[src/rtl/spi_lcd_frame_seq.sv]
// rtl/spi_lcd_frame_seq.sv - MIPI-DBI window/RAMWR frame sequencer feeding an SPI PHY byte interface.
// Optional UNDERFLOW_CNT_EN adds underflow_cnt (IDLE slots inserted while waiting for a pixel).
module spi_lcd_frame_seq #(
    parameter logic [15:0] PRESCALER = 16'd5
) (
    input  logic        masterClk,
    input  logic        rst,
    input  logic        start,
    input  logic [15:0] x0,
    input  logic [15:0] x1,
    input  logic [15:0] y0,
    input  logic [15:0] y1,
    input  logic [15:0] pix_data,
    input  logic        pix_valid,
    output logic        pix_ready,
    output logic        busy,
    output logic        done,
    input  logic        phy_data_clk,
    output logic [7:0]  phy_output_data,
    output logic        phy_enable_spi,
    output logic        phy_enable_cs,
    output logic        phy_enable_dc,
    output logic [15:0] phy_prescaler
`ifdef UNDERFLOW_CNT_EN
    ,
    output logic [15:0] underflow_cnt
`endif
);
    typedef enum logic [2:0] {S_IDLE, S_HDR, S_PIX_HI, S_PIX_LO, S_FLUSH} state_t;

    localparam logic [2:0] SLOT_CMD  = 3'b111;
    localparam logic [2:0] SLOT_DATA = 3'b110;
    localparam logic [2:0] SLOT_IDLE = 3'b000;

    state_t      state, state_n;
    logic [15:0] wx0, wx1, wy0, wy1;
    logic [31:0] npix, pix_cnt, cnt_n;
    logic [3:0]  idx, idx_n, hdr_sel;
    logic [7:0]  hdr_byte, data_n, lo_reg, lo_n;
    logic [2:0]  slot, slot_n;
    logic        clk_cur, clk_prev, load;
    logic        buf_full;
    logic [15:0] buf_data;
    logic        done_n, take_hi, consume, uf_inc, accept;

    assign load          = clk_cur && !clk_prev;
    assign busy          = (state != S_IDLE);
    assign pix_ready     = busy && !buf_full;
    assign phy_prescaler = PRESCALER;
    assign {phy_enable_spi, phy_enable_cs, phy_enable_dc} = slot;
    assign hdr_sel       = idx + 4'd1;

    always_comb begin
        hdr_byte = 8'h2A;
        case (hdr_sel)
            4'd1:    hdr_byte = wx0[15:8];
            4'd2:    hdr_byte = wx0[7:0];
            4'd3:    hdr_byte = wx1[15:8];
            4'd4:    hdr_byte = wx1[7:0];
            4'd5:    hdr_byte = 8'h2B;
            4'd6:    hdr_byte = wy0[15:8];
            4'd7:    hdr_byte = wy0[7:0];
            4'd8:    hdr_byte = wy1[15:8];
            4'd9:    hdr_byte = wy1[7:0];
            4'd10:   hdr_byte = 8'h2C;
            default: hdr_byte = 8'h2A;
        endcase
    end

    // Every transition that presents a new slot happens on load, except the first header byte.
    always_comb begin
        state_n = state;
        idx_n   = idx;
        cnt_n   = pix_cnt;
        data_n  = phy_output_data;
        slot_n  = slot;
        lo_n    = lo_reg;
        done_n  = 1'b0;
        take_hi = 1'b0;
        consume = 1'b0;
        uf_inc  = 1'b0;
        accept  = 1'b0;
        case (state)
            S_IDLE: begin
                if (start) begin
                    accept = 1'b1;
                    if (x1 < x0 || y1 < y0) begin
                        done_n = 1'b1;
                    end else begin
                        state_n = S_HDR;
                        idx_n   = 4'd0;
                        cnt_n   = 32'd0;
                        data_n  = 8'h2A;
                        slot_n  = SLOT_CMD;
                    end
                end
            end
            S_HDR: begin
                if (load) begin
                    if (idx == 4'd10) begin
                        state_n = S_PIX_HI;
                        take_hi = 1'b1;
                    end else begin
                        idx_n  = hdr_sel;
                        data_n = hdr_byte;
                        slot_n = (hdr_sel == 4'd5 || hdr_sel == 4'd10) ? SLOT_CMD : SLOT_DATA;
                    end
                end
            end
            S_PIX_HI: begin
                // A DATA slot here is the HI byte just latched; an IDLE slot was an underflow.
                if (load) begin
                    if (slot == SLOT_DATA) begin
                        state_n = S_PIX_LO;
                        data_n  = lo_reg;
                        slot_n  = SLOT_DATA;
                    end else begin
                        take_hi = 1'b1;
                    end
                end
            end
            S_PIX_LO: begin
                if (load) begin
                    cnt_n = pix_cnt + 32'd1;
                    if (cnt_n == npix) begin
                        state_n = S_FLUSH;
                        data_n  = 8'h00;
                        slot_n  = SLOT_IDLE;
                    end else begin
                        state_n = S_PIX_HI;
                        take_hi = 1'b1;
                    end
                end
            end
            S_FLUSH: begin
                if (load) begin
                    done_n  = 1'b1;
                    state_n = S_IDLE;
                end
            end
            default: state_n = S_IDLE;
        endcase
        if (take_hi) begin
            if (buf_full) begin
                data_n  = buf_data[15:8];
                lo_n    = buf_data[7:0];
                slot_n  = SLOT_DATA;
                consume = 1'b1;
            end else begin
                data_n  = 8'h00;
                slot_n  = SLOT_IDLE;
                uf_inc  = 1'b1;
            end
        end
    end

    always_ff @(posedge masterClk) begin
        if (rst) begin
            state           <= S_IDLE;
            idx             <= 4'd0;
            pix_cnt         <= 32'd0;
            npix            <= 32'd0;
            wx0             <= 16'd0;
            wx1             <= 16'd0;
            wy0             <= 16'd0;
            wy1             <= 16'd0;
            phy_output_data <= 8'h00;
            slot            <= SLOT_IDLE;
            lo_reg          <= 8'h00;
            done            <= 1'b0;
            clk_cur         <= 1'b0;
            clk_prev        <= 1'b0;
            buf_full        <= 1'b0;
            buf_data        <= 16'd0;
        end else begin
            state           <= state_n;
            idx             <= idx_n;
            pix_cnt         <= cnt_n;
            phy_output_data <= data_n;
            slot            <= slot_n;
            lo_reg          <= lo_n;
            done            <= done_n;
            clk_cur         <= phy_data_clk;
            clk_prev        <= clk_cur;
            if (accept) begin
                wx0  <= x0;
                wx1  <= x1;
                wy0  <= y0;
                wy1  <= y1;
                npix <= ({16'd0, x1} - {16'd0, x0} + 32'd1) * ({16'd0, y1} - {16'd0, y0} + 32'd1);
            end
            // Fill needs an empty buffer and consume needs a full one, so they never collide.
            if (consume) begin
                buf_full <= 1'b0;
            end else if (pix_valid && pix_ready) begin
                buf_full <= 1'b1;
                buf_data <= pix_data;
            end
        end
    end

`ifdef UNDERFLOW_CNT_EN
    always_ff @(posedge masterClk) begin
        if (rst || accept) begin
            underflow_cnt <= 16'd0;
        end else if (uf_inc && underflow_cnt != 16'hFFFF) begin
            underflow_cnt <= underflow_cnt + 16'd1;
        end
    end
`else
    logic unused_uf;
    assign unused_uf = uf_inc;
`endif
endmodule
[config.mk]
export PLATFORM = sky130hd
export DESIGN_NAME = spi_lcd_frame_seq
export DESIGN_NICKNAME = d
export VERILOG_FILES = /design/src/rtl/spi_lcd_frame_seq.sv
export SDC_FILE = /design/constraint.sdc
export NUM_CORES = 1
export LEC_CHECK = 0
export ABC_AREA = 1
export CAP_MARGIN = 20
export CORE_MARGIN = 1.5
export CORE_UTILIZATION = 68
export CTS_CLUSTER_SIZE = 30
export DETAILED_ROUTE_END_ITERATION = 16
export PLACE_DENSITY = 0.89
export SLEW_MARGIN = 30
export SYNTH_ARGS = -nofsm -noshare
export SYNTH_HDL_FRONTEND = slang
export SYNTH_SLANG_ARGS = --single-unit
[constraint.sdc]
create_clock -name masterClk -period 25.2 [get_ports masterClk]
set_input_delay 3.78 -clock masterClk [delete_from_list [all_inputs] [get_ports masterClk]]
set_output_delay 3.78 -clock masterClk [all_outputs]
set_load 0.01 [all_outputs]
Word-level counts from Yosys, hierarchy flattened
Cells that the tools add are included.

$lt $le $gt $ge: 2. Add/sub/neg operators: 6. Eq/ne operators: 34. Muxes and demuxes: 58. Reductions and logical operators: 19. Bitwise logic cells: 1. Multiply operators: 1.

Operators with widths (count): $mux W32 (3); $mux W8 (10); $pmux W8 S10 (1); $pmux W32 S2 (1); $mux W3 (19); $add A17 B2 Y18 const B (2); $sub A16 B16 Y17 (2); $add A32 B1 Y32 const B (1); $eq A32 B32 Y1 (1); $lt A16 B16 Y1 (2); $mul A18 B18 Y32 (1); $pmux W8 S4 (1); $ne A3 B3 Y1 const B (8); $ne A2 B2 Y1 const B (9); $eq A4 B3 Y1 const B (4); $eq A4 B4 Y1 const B (4); $mux W4 (4); $pmux W3 S5 (1); $mux W1 (14); $pmux W3 S4 (1); $reduce_and A9 Y1 (1); $eq A4 B2 Y1 const B (2); $pmux W4 S2 (1); $reduce_and A8 Y1 (1); 19 further kinds (27).

Input port bits: 85. Flip-flop bits (word level): 174. Output and inout port bits: 30. Logic and storage cells: 137.

Logic depth before layout (Yosys ltp)
Word-level depth: 8. Mapped depth: 47. Depth with buffers taken out: 46.

Worst setup path after synthesis
No wires, ideal clock.

Path type: input -> register. Start: input x1[0]. End: register npix[24]. Library setup time: 0.058 ns. Path buffers: 2. Data arrival time: 11.196 ns. Path slack: 13.946 ns. Stages: 41. Required time: 25.142 ns. Path through: inv_1 > ha_1 > inv_1 > clkbuf_1 > ha_1 > inv_1 > nor2_1 > nand3_1 > nor2_1 > nand3_1 > nor2_2 > inv_1 > o21ai_0 > nand2_1 > inv_1 > clkbuf_1 > nand2_1 > fa_1 > [5 not listed] > fa_1 > inv_1 > fa_1 > inv_1 > fa_1 > ha_1 > nand2_1 > nor2_1 > inv_1 > o221ai_1 > a21oi_1 > o21ai_0 > a21boi_0 > o21ai_0 > a21oi_1 > o21ai_0 > o211ai_1 > inv_1.

Longest elaborated chain between the ends: 3.

RTL lines: from (decl) (line 10) `input logic [15:0] x1,`; $sub A16 B16 Y17 (line 190) `npix <= ({16'd0, x1} - {16'd0, x0} + 32'd1) * ({16'd0, y1} - {16'd0, y0} + 32'd1);`; $add A17 B2 Y18 (line 190); $mul A18 B18 Y32 (line 190); to (signal assigned) (line 190); to (decl) (line 37) `logic [31:0] npix, pix_cnt, cnt_n;`.

No other way between the ends. A chain may end at the register's enable or synchronous reset.

Worst setup path in the final report
Start: input x0[0]. End: register npix[30].

Longest elaborated chain between the ends: 3.

RTL lines: from (decl) (line 9) `input logic [15:0] x0,`; $sub A16 B16 Y17 (line 190); $add A17 B2 Y18 (line 190); $mul A18 B18 Y32 (line 190).

No other way between the ends.

==> flow_summary.json <==
{
  "status": "finished clean",
  "fin_nets": 3809,
  "drc_errors": 0,
  "synth_top_cell_by_area": "fa_1",
  "slew_viol_final": 0,
  "synth_common_cells": "nand2_1 (804), inv_1 (702), nor2_1 (301)",
  "die-width_um": 186,
  "synth_area_per_cell_um2": 6.95,
  "grtUsageTotal_pct": 40.8,
  "synthTopCellsByArea": "fa_1 (26%), dfxtp_1 (15%), nand2_1 (13%)",
  "max_freq_mhz": 79.6,
  "synth_seq_cells": 173,
  "end_kind": "register",
  "synth_ff_type": "dfxtp_1",
  "drtAntennaViolNets": 0,
  "cts_buffer_depth": 2,
  "rows": 66,
  "min_from": "wy1[3]$_SDFFE_PP0P_",
  "yosysWarnings": 0,
  "cts_tree": "done",
  "hp-class": "register to register",
  "die_area_um2": 34400,
  "hold_viol": 0,
  "place_ws_ns": 12.49,
  "die_h_um": 186,
  "clockRootBuffer": "clkbuf_16",
  "grt_antenna_before_repair": 1,
  "pin_count": 115,
  "port_buffers": 98,
  "rr_startpoint": "pix_cnt[0]$_SDFFE_PP0P_",
  "fin_setup_tns_ns": 0,
  "critical_path_required_ns": 25.58,
  "fin_area_um2": 24400,
  "crit_path_frequent_cell": "inv_1",
  "maxSlewHeadroom_pct": 35.1,
  "yosysMostFrequentCell": "nand2_1",
  "finalWorstSetupSlack_ns": 12.63,
  "htreeDepth": 4,
  "synth_edf_count": 0,
  "wl_per_cell_um": 18.3,
  "synth.distinct_cells": 57,
  "cts_resized": 0,
  "holdBufCountCts": 0,
  "post_cts_buffers": 0,
  "dp_hpwl_um": 55200,
  "syn_area_um2": 22700,
  "post-route-min-period_ns": 12.57,
  "clock-sinks": 173,
  "grt_pass1_vias": 21400,
  "grt_overflow": 0,
  "wl_um": 68600,
  "synth.yosys.seq_area_share_pct": 15.3,
  "grt_first_pass_wirelength_um": 108000,
  "vias_per_cell": 5.77,
  "vias": 21600,
  "largest_registers": "npix (32), pix_cnt (32)",
  "grt_max_degree": 101,
  "core-area_um2": 32700,
  "finalClockSkew_ns": 0.0135,
  "path_class": "input port to register",
  "drt_iter0_drc": 2156,
  "rsz0062_at_grt": "no",
  "drive_above_1_share_pct": 2.57,
  "initial_core_util_pct": 69.3,
  "worst_pin_slew_ns": 0.968,
  "cts_made_buffers": 17,
  "drt_first_pass_iters": 8,
  "post-synth-top-area-fraction_pct": 26.3,
  "ys_async_sr_fraction_pct": 0,
  "startpoint_type": "input port",
  "clkLatencyLatePin_ns": 0.44,
  "cp_slowest_stage_delay_ns": 0.57,
  "syn_inst": 3261,
  "synthToLayoutAreaGrowth_pct": 7.75,
  "worstPathMaxFanout": 15,
  "max-cap-violations": 0,
  "startpoint": "x0[0]",
  "period_share_pct": 49.9,
  "dpl_cell_area_um2": 23900,
  "clk_pin_slew_worst_paths_ns": 0.07,
  "n_antenna_cell": 0,
  "slowest_stage": "fa_1",
  "finalSetupViolCount": 0,
  "gp_congestion": 0.984,
  "worstPathArrival_ns": 12.95
}
## path summary, 6_finish.rpt
kind         slack, ns  cells past startpoint                endpoint
min               0.45                      2     wy1[3]$_SDFFE_PP0P_
min reg2reg       0.45                      2     wy1[3]$_SDFFE_PP0P_
max              12.63                     39   npix[30]$_SDFFE_PP0P_
max reg2reg      21.28                     17  lo_reg[0]$_SDFFE_PP0P_
## final cells by class
type                       instances  area (um^2)
tap                              442          553
inverter                         713         2680
multi-input combinational       2282        16100
sequential                       173         3460
clock buffer                      20          447
timing repair buffer             109         1060
fill                            2538         8280
clock inverter                    12          126
## cells by family (layout without fill, tap and decap cells)
logic type,after synthesis,after routing,synth area share (%)
other cells,2,16,0.0331
xor+xnor,70,70,2.70
compound gates,392,392,9.39
fa+ha+maj,428,428,33.5
flops,173,173,15.3
simple gates,1376,1376,25.1
buf+inv,820,854,14.0
## critical path, delay by kind of cell
kind	cells	cell delay [ns]
adders and majority gates	9	4.19
and+or+nand+nor	14	2.03
buffers and inverters	10	1.77
AOI/OAI and AO/OA	5	0.80
xor gates and xnor gates	1	0.33
## per-stage QoR
step / std cells / util, % / hold slack (ns)
2_1_floorplan: 3275 / - / 0.411
3_3_place_gp: 3719 / 72.9 / 0.428
3_5_place_dp: 3719 / 72.9 / 0.445
5_1_grt: 3751 / 74.7 / 0.467
4_1_cts: 3751 / 74.7 / 0.455
6_report: 3751 / 74.7 / 0.454
## metal layers
metal	track usage, %	vias to the layer above	share of wire [%]
li1	-	9943	-
met1	51.3	10200	39
met2	66.7	1251	46
met3	9.14	275	11
met4	19.6	2	4.9
met5	0	-	0.013
## layout by cell type, fill, tap and decap left out, types with 4 or more instances in the layout
master and count:
a21oi_1 188, or2_2 15, o21ai_0 140, clkdlybuf4s50_1 97, ha_1 130, nor4_1 7
clkbuf_16 17, o21bai_1 6, conb_1 16, nor3_1 24, buf_4 11, nand3_1 142
inv_6 4, nor2_2 5, fa_1 298, clkinv_1 6, and2_1 8, xnor2_1 22
nor2_1 300, nand3b_1 8, nand4_1 45, o211ai_1 7, nand2_2 5, inv_2 6
o22ai_1 7, o221ai_1 4, xor2_1 48, dfxtp_1 173, inv_1 701, a21o_1 8
o21ai_1 6, nand2_1 804
Power is left out: the tool's default activity adds up to more than one toggle a clock period on the data nets, which glitch-free logic cannot reach.
